`src/rtl/exc_ctrl.sv`:
```
// Exception/interrupt sequencer: samples device IRQs for CP0 and drives EPC save, EXL strobes and
// PC redirect at instruction boundaries. Define EXC_CTRL_SYNC_EN for a two-flop irq synchronizer.
module exc_ctrl #(
    parameter logic [31:0] HANDLER_ADDR = 32'h0000_4180
) (
    input  logic        clk,
    input  logic        rst,
    input  logic [5:0]  irq_i,
    output logic [5:0]  hw_int_o,
    input  logic        int_req_i,
    input  logic        instr_done_i,
    input  logic        eret_i,
    input  logic [29:0] next_pc_i,
    input  logic [29:0] epc_i,
    output logic        exl_set_o,
    output logic        exl_clr_o,
    output logic [31:0] cp0_din_o,
    output logic        pc_we_o,
    output logic [29:0] pc_out_o,
    output logic        hold_o,
    output logic [2:0]  irq_id_o,
    output logic [15:0] int_cnt_o
);

    typedef enum logic [1:0] {
        StIdle,
        StSave,
        StVector,
        StRet
    } state_e;

    state_e      state_q, state_d;
    logic [29:0] saved_pc_q, saved_pc_d;
    logic [15:0] int_cnt_q, int_cnt_d;
    logic [5:0]  hw_int_q;

`ifdef EXC_CTRL_SYNC_EN
    logic [5:0] irq_meta_q;

    always_ff @(posedge clk) begin
        if (rst) begin
            irq_meta_q <= '0;
            hw_int_q   <= '0;
        end else begin
            irq_meta_q <= irq_i;
            hw_int_q   <= irq_meta_q;
        end
    end
`else
    always_ff @(posedge clk) begin
        if (rst) begin
            hw_int_q <= '0;
        end else begin
            hw_int_q <= irq_i;
        end
    end
`endif

    always_ff @(posedge clk) begin
        if (rst) begin
            state_q    <= StIdle;
            saved_pc_q <= '0;
            int_cnt_q  <= '0;
        end else begin
            state_q    <= state_d;
            saved_pc_q <= saved_pc_d;
            int_cnt_q  <= int_cnt_d;
        end
    end

    always_comb begin
        state_d    = state_q;
        saved_pc_d = saved_pc_q;
        int_cnt_d  = int_cnt_q;
        exl_set_o  = 1'b0;
        exl_clr_o  = 1'b0;
        cp0_din_o  = '0;
        pc_we_o    = 1'b0;
        pc_out_o   = '0;
        hold_o     = 1'b0;
        unique case (state_q)
            StIdle: begin
                // ERET beats a simultaneous IntReq; CP0 re-raises it once EXL clears.
                if (instr_done_i && eret_i) begin
                    state_d = StRet;
                end else if (instr_done_i && int_req_i) begin
                    state_d    = StSave;
                    saved_pc_d = next_pc_i;
                end
            end
            StSave: begin
                exl_set_o = 1'b1;
                cp0_din_o = {saved_pc_q, 2'b00};
                hold_o    = 1'b1;
                state_d   = StVector;
            end
            StVector: begin
                pc_we_o  = 1'b1;
                pc_out_o = HANDLER_ADDR[31:2];
                hold_o   = 1'b1;
                state_d  = StIdle;
                if (int_cnt_q != 16'hFFFF) begin
                    int_cnt_d = int_cnt_q + 16'd1;
                end
            end
            StRet: begin
                exl_clr_o = 1'b1;
                pc_we_o   = 1'b1;
                pc_out_o  = epc_i;
                hold_o    = 1'b1;
                state_d   = StIdle;
            end
            default: state_d = StIdle;
        endcase
    end

    // Ascending scan so the highest set bit wins.
    always_comb begin
        irq_id_o = 3'd7;
        for (int i = 0; i < 6; i++) begin
            if (hw_int_q[i]) begin
                irq_id_o = 3'(i);
            end
        end
    end

    assign hw_int_o  = hw_int_q;
    assign int_cnt_o = int_cnt_q;

endmodule
```
`config.mk`:
```
export PLATFORM = sky130hd
export DESIGN_NAME = exc_ctrl
export DESIGN_NICKNAME = d
export VERILOG_FILES = /design/src/rtl/exc_ctrl.sv
export SDC_FILE = /design/constraint.sdc
export NUM_CORES = 1
export LEC_CHECK = 0
export CAP_MARGIN = 0
export CORE_MARGIN = 2
export CORE_UTILIZATION = 40
export CTS_BUF_LIST = sky130_fd_sc_hd__clkbuf_4
export CTS_CLUSTER_DIAMETER = 60
export DETAILED_ROUTE_END_ITERATION = 16
export PLACE_DENSITY_LB_ADDON = 0.3
export SETUP_SLACK_MARGIN = 0.3
export SLEW_MARGIN = 20
export SYNTH_ARGS = -nofsm -noshare
export SYNTH_HDL_FRONTEND = slang
export SYNTH_SLANG_ARGS = --single-unit
```
`constraint.sdc`:
```
create_clock -name clk -period 3.25 [get_ports clk]
set_clock_uncertainty 0.15 [all_clocks]
set_input_delay 0.4875 -clock clk [delete_from_list [all_inputs] [get_ports clk]]
set_output_delay 0.4875 -clock clk [all_outputs]
set_load 0.02 [all_outputs]
```
==> results.md <==
* Cell Area, Synth at 2590 um^2
* Bufs on Longest Clock Path at 2
* FF-to-FF setup slack at 840 ps
* Hold Fails Final Rpt at 0
* Die Height at 84.4 um
* Die ar. at 7130 um^2
* Power per cell area at 302 nW/um^2
* Int Pwr at 976 uW
* Net Sw Power at 321 uW
* CP endpoint kind: primary output
* Post-CTS sizing at 0
* Post-CTS Setup Repair Bufs at 0
* RSZ-0062 raised after global routing: false
* WL/cell at 13.5 um
* Placed Instance Area at 4210 um^2
* Place WS at 807 ps
* FF-to-FF End: int_cnt_o[3]$_SDFFE_PP0P_
* Slew headroom at 38.4%
* Hold Worst Slack at 310 ps
* Syn avg cell area at 7.65 um^2
* Worst Min Path Start: saved_pc_q[4]$_SDFFE_PP0P_
* Synth area leaders: dfxtp_1 42%, nand2_1 9.4%, a21oi_1 7.9%
* Vias in the first global route at 2622
* Gate Count Post-Synth at 338
* Final WL at 7580 um
* Most frequent cell after synthesis: nand2_1
* Pwr Total at 1.30 mW
* H-Tree Depth at 2
* Syn-to-layout area delta at 66.0%
* Sw frac at 24.7%
* Yosys top cell by area: dfxtp_1
* EDFF count, synth at 0
* Largest net degree at the start of global routing at 33
* Core Util, Final at 68.0%
* Pre-antenna DRT Iters at 4
* # DRC at 0
* Layout cell share with drive strength beyond 1 at 4.32%
* RR Startpoint: int_cnt_o[0]$_SDFFE_PP0P_
* Area of the multi-input gates at 1370 um^2
* DP HPWL at 5660 um
* Proportion of netlist area held by the largest area contributor at 41.8%
* CTS sink count at 54
* Slew @ Worst Pin at 912 ps
* Synth cell types at 39
* Area of the core at 6310 um^2
* Post-CTS Hold Fix Bufs at 0
* Critical Path Max Stage Delay at 620 ps
* Max Slew Vio Count at 0
* Maxcap violations at 0
* Register area share after synthesis at 41.8%
* WS Path Type: flop to primary output
* Initial Utilization at 41.0%
* Critical Path AT at 2000 ps
* Global-route wire length before repair at 12200 um
* Root Driver: clkbuf_4
* DRT antenna net count at 0
* Clock transition at the registers of the reported paths at 160 ps
* Cells on worst reg2reg path at 5
* Setup ws final at 610 ps
* Final net count at 557
* Fmax at 0.379 GHz
* Combinational Power Share at 17.9%
* Hold Crit Class: flop to flop
* Cts bufs inserted at 5
* Bufs and invs on worst path at 2
* Max stage delay cell, worst path: clkdlybuf4s50_1
* Fin crit period at 2640 ps
* Ys Warns at 0
* Post-Layout Cell Count at 563
* Hold Path Depth at 2
* Final worst-path cycle share at 81.2%
* Final instance area at 4290 um^2
* # rows at 29
* Dpl cells at 555
* Critical Path Start: state_q[0]$_SDFFE_PP0P_
* Crit Path Max Fanout at 31
* Die extent in x at 84.4 um
* Peak supply drop at 183 uV
* TritonCTS clock tree: built
* GRT overflow at 0
* Critical Path RT at 2610 ps
* Initial antenna violation count at 0
* I/O Pins at 162
* Flops & latches, synth at 54
* Total negative slack at 0 ps
* Ys flop type: dfxtp_1
* CP Cell Sequence: nor2b_1 > buf_4 > and2_1 > clkdlybuf4s50_1
* Sequential standard cell area at 1080 um^2
* Antenna diode count at 0
* Via count at 2813
* Async SR Flop Fraction at 0%
* LEAKAGE at 1.61 nW
* Final Setup Violations at 0
* Port buffer count at 159
* Post-synth top cells: 65 x nand2_1, 54 x dfxtp_1, 41 x a21oi_1
* Startpoint Class: flop
* Clk network pwr share at 28.6%
* Filler Cell Count at 541
* Sequential share of power at 53.4%
* Worst-Skew Late Latency at 360 ps
* CP delay by family, top: buffers and inverters
* Outcome: finished clean
* Drt via density at 5.00
* Hold Path End: saved_pc_q[4]$_SDFFE_PP0P_
* Routability cong. at 0.838
* First DRT Iteration DRCs at 98
* Total track usage at 20.5%
[worst register-to-register path: cells and delay by family (launching register included)]
family | cells | cell delay [ps]
compound gates | 3 | 1350
flops | 1 | 470
fa+ha+maj | 1 | 220
simple gates | 1 | 170
[power groups by stage]
stage          sequential (mW)  combinational [mW]  clock, mW
2_1_floorplan            0.711              0.0909          0
3_3_place_gp             0.707               0.229          0
3_5_place_dp             0.708               0.232          0
4_1_cts                  0.693               0.234      0.390
5_1_grt                  0.696               0.251      0.409
6_report                 0.693               0.233      0.371
[final cells by class]
| class | instances | share of cell area, % |
|---|---|---|
| Tap cell | 77 | 2.24 |
| Timing Repair Buffer | 165 | 38.0 |
| Inverter | 9 | 0.787 |
| Multi-Input combinational cell | 250 | 31.9 |
| Clock inverter | 3 | 1.02 |
| Sequential cell | 54 | 25.2 |
| Clock buffer | 5 | 0.874 |
[per-layer routing]
| metal | wire (um) | track usage (%) | share of wire, % |
|---|---|---|---|
| met3 | 454 | 3.83 | 6.0 |
| met5 | 0 | 0 | 0 |
| met4 | 128 | 6.20 | 1.7 |
| met1 | 3290 | 25.3 | 43 |
| met2 | 3700 | 36.1 | 49 |
[logic make-up after synthesis]
group	synth area share, %
compound gates	12.8
buf+inv	5.42
fa+ha+maj	0.484
mux	1.64
flops	41.8
simple gates	37.0
xor+xnor	0.677
other cells	0.145
[state kept, by name, summed over array words and instances, names as in the netlist]
register    count
saved_pc_q     30
int_cnt_o      16
hw_int_o        6
state_q         2
[worst max-delay path by stage]
stage / slack [ps] / depth (start not counted) / to
finish: 610 / 4 / cp0_din_o[31]
floorplan: 1010 / 4 / int_cnt_o[15]$_SDFFE_PP0P_
global placement: 850 / 4 / pc_out_o[6]
CTS: 550 / 4 / cp0_din_o[31]
global route: 460 / 4 / cp0_din_o[6]
detailed placement: 810 / 4 / pc_out_o[12]
[layout by cell type (no fill, tap or decap), types with 6 or more instances in the layout]
cell type	n
a21oi_1	41
and2_1	31
and3_1	28
buf_4	6
clkdlybuf4s50_1	158
dfxtp_1	54
inv_1	9
nand2_1	65
nand4_1	6
nor2_1	12
nor2b_1	10
nor3_1	6
(Power assumes the default switching activity.)
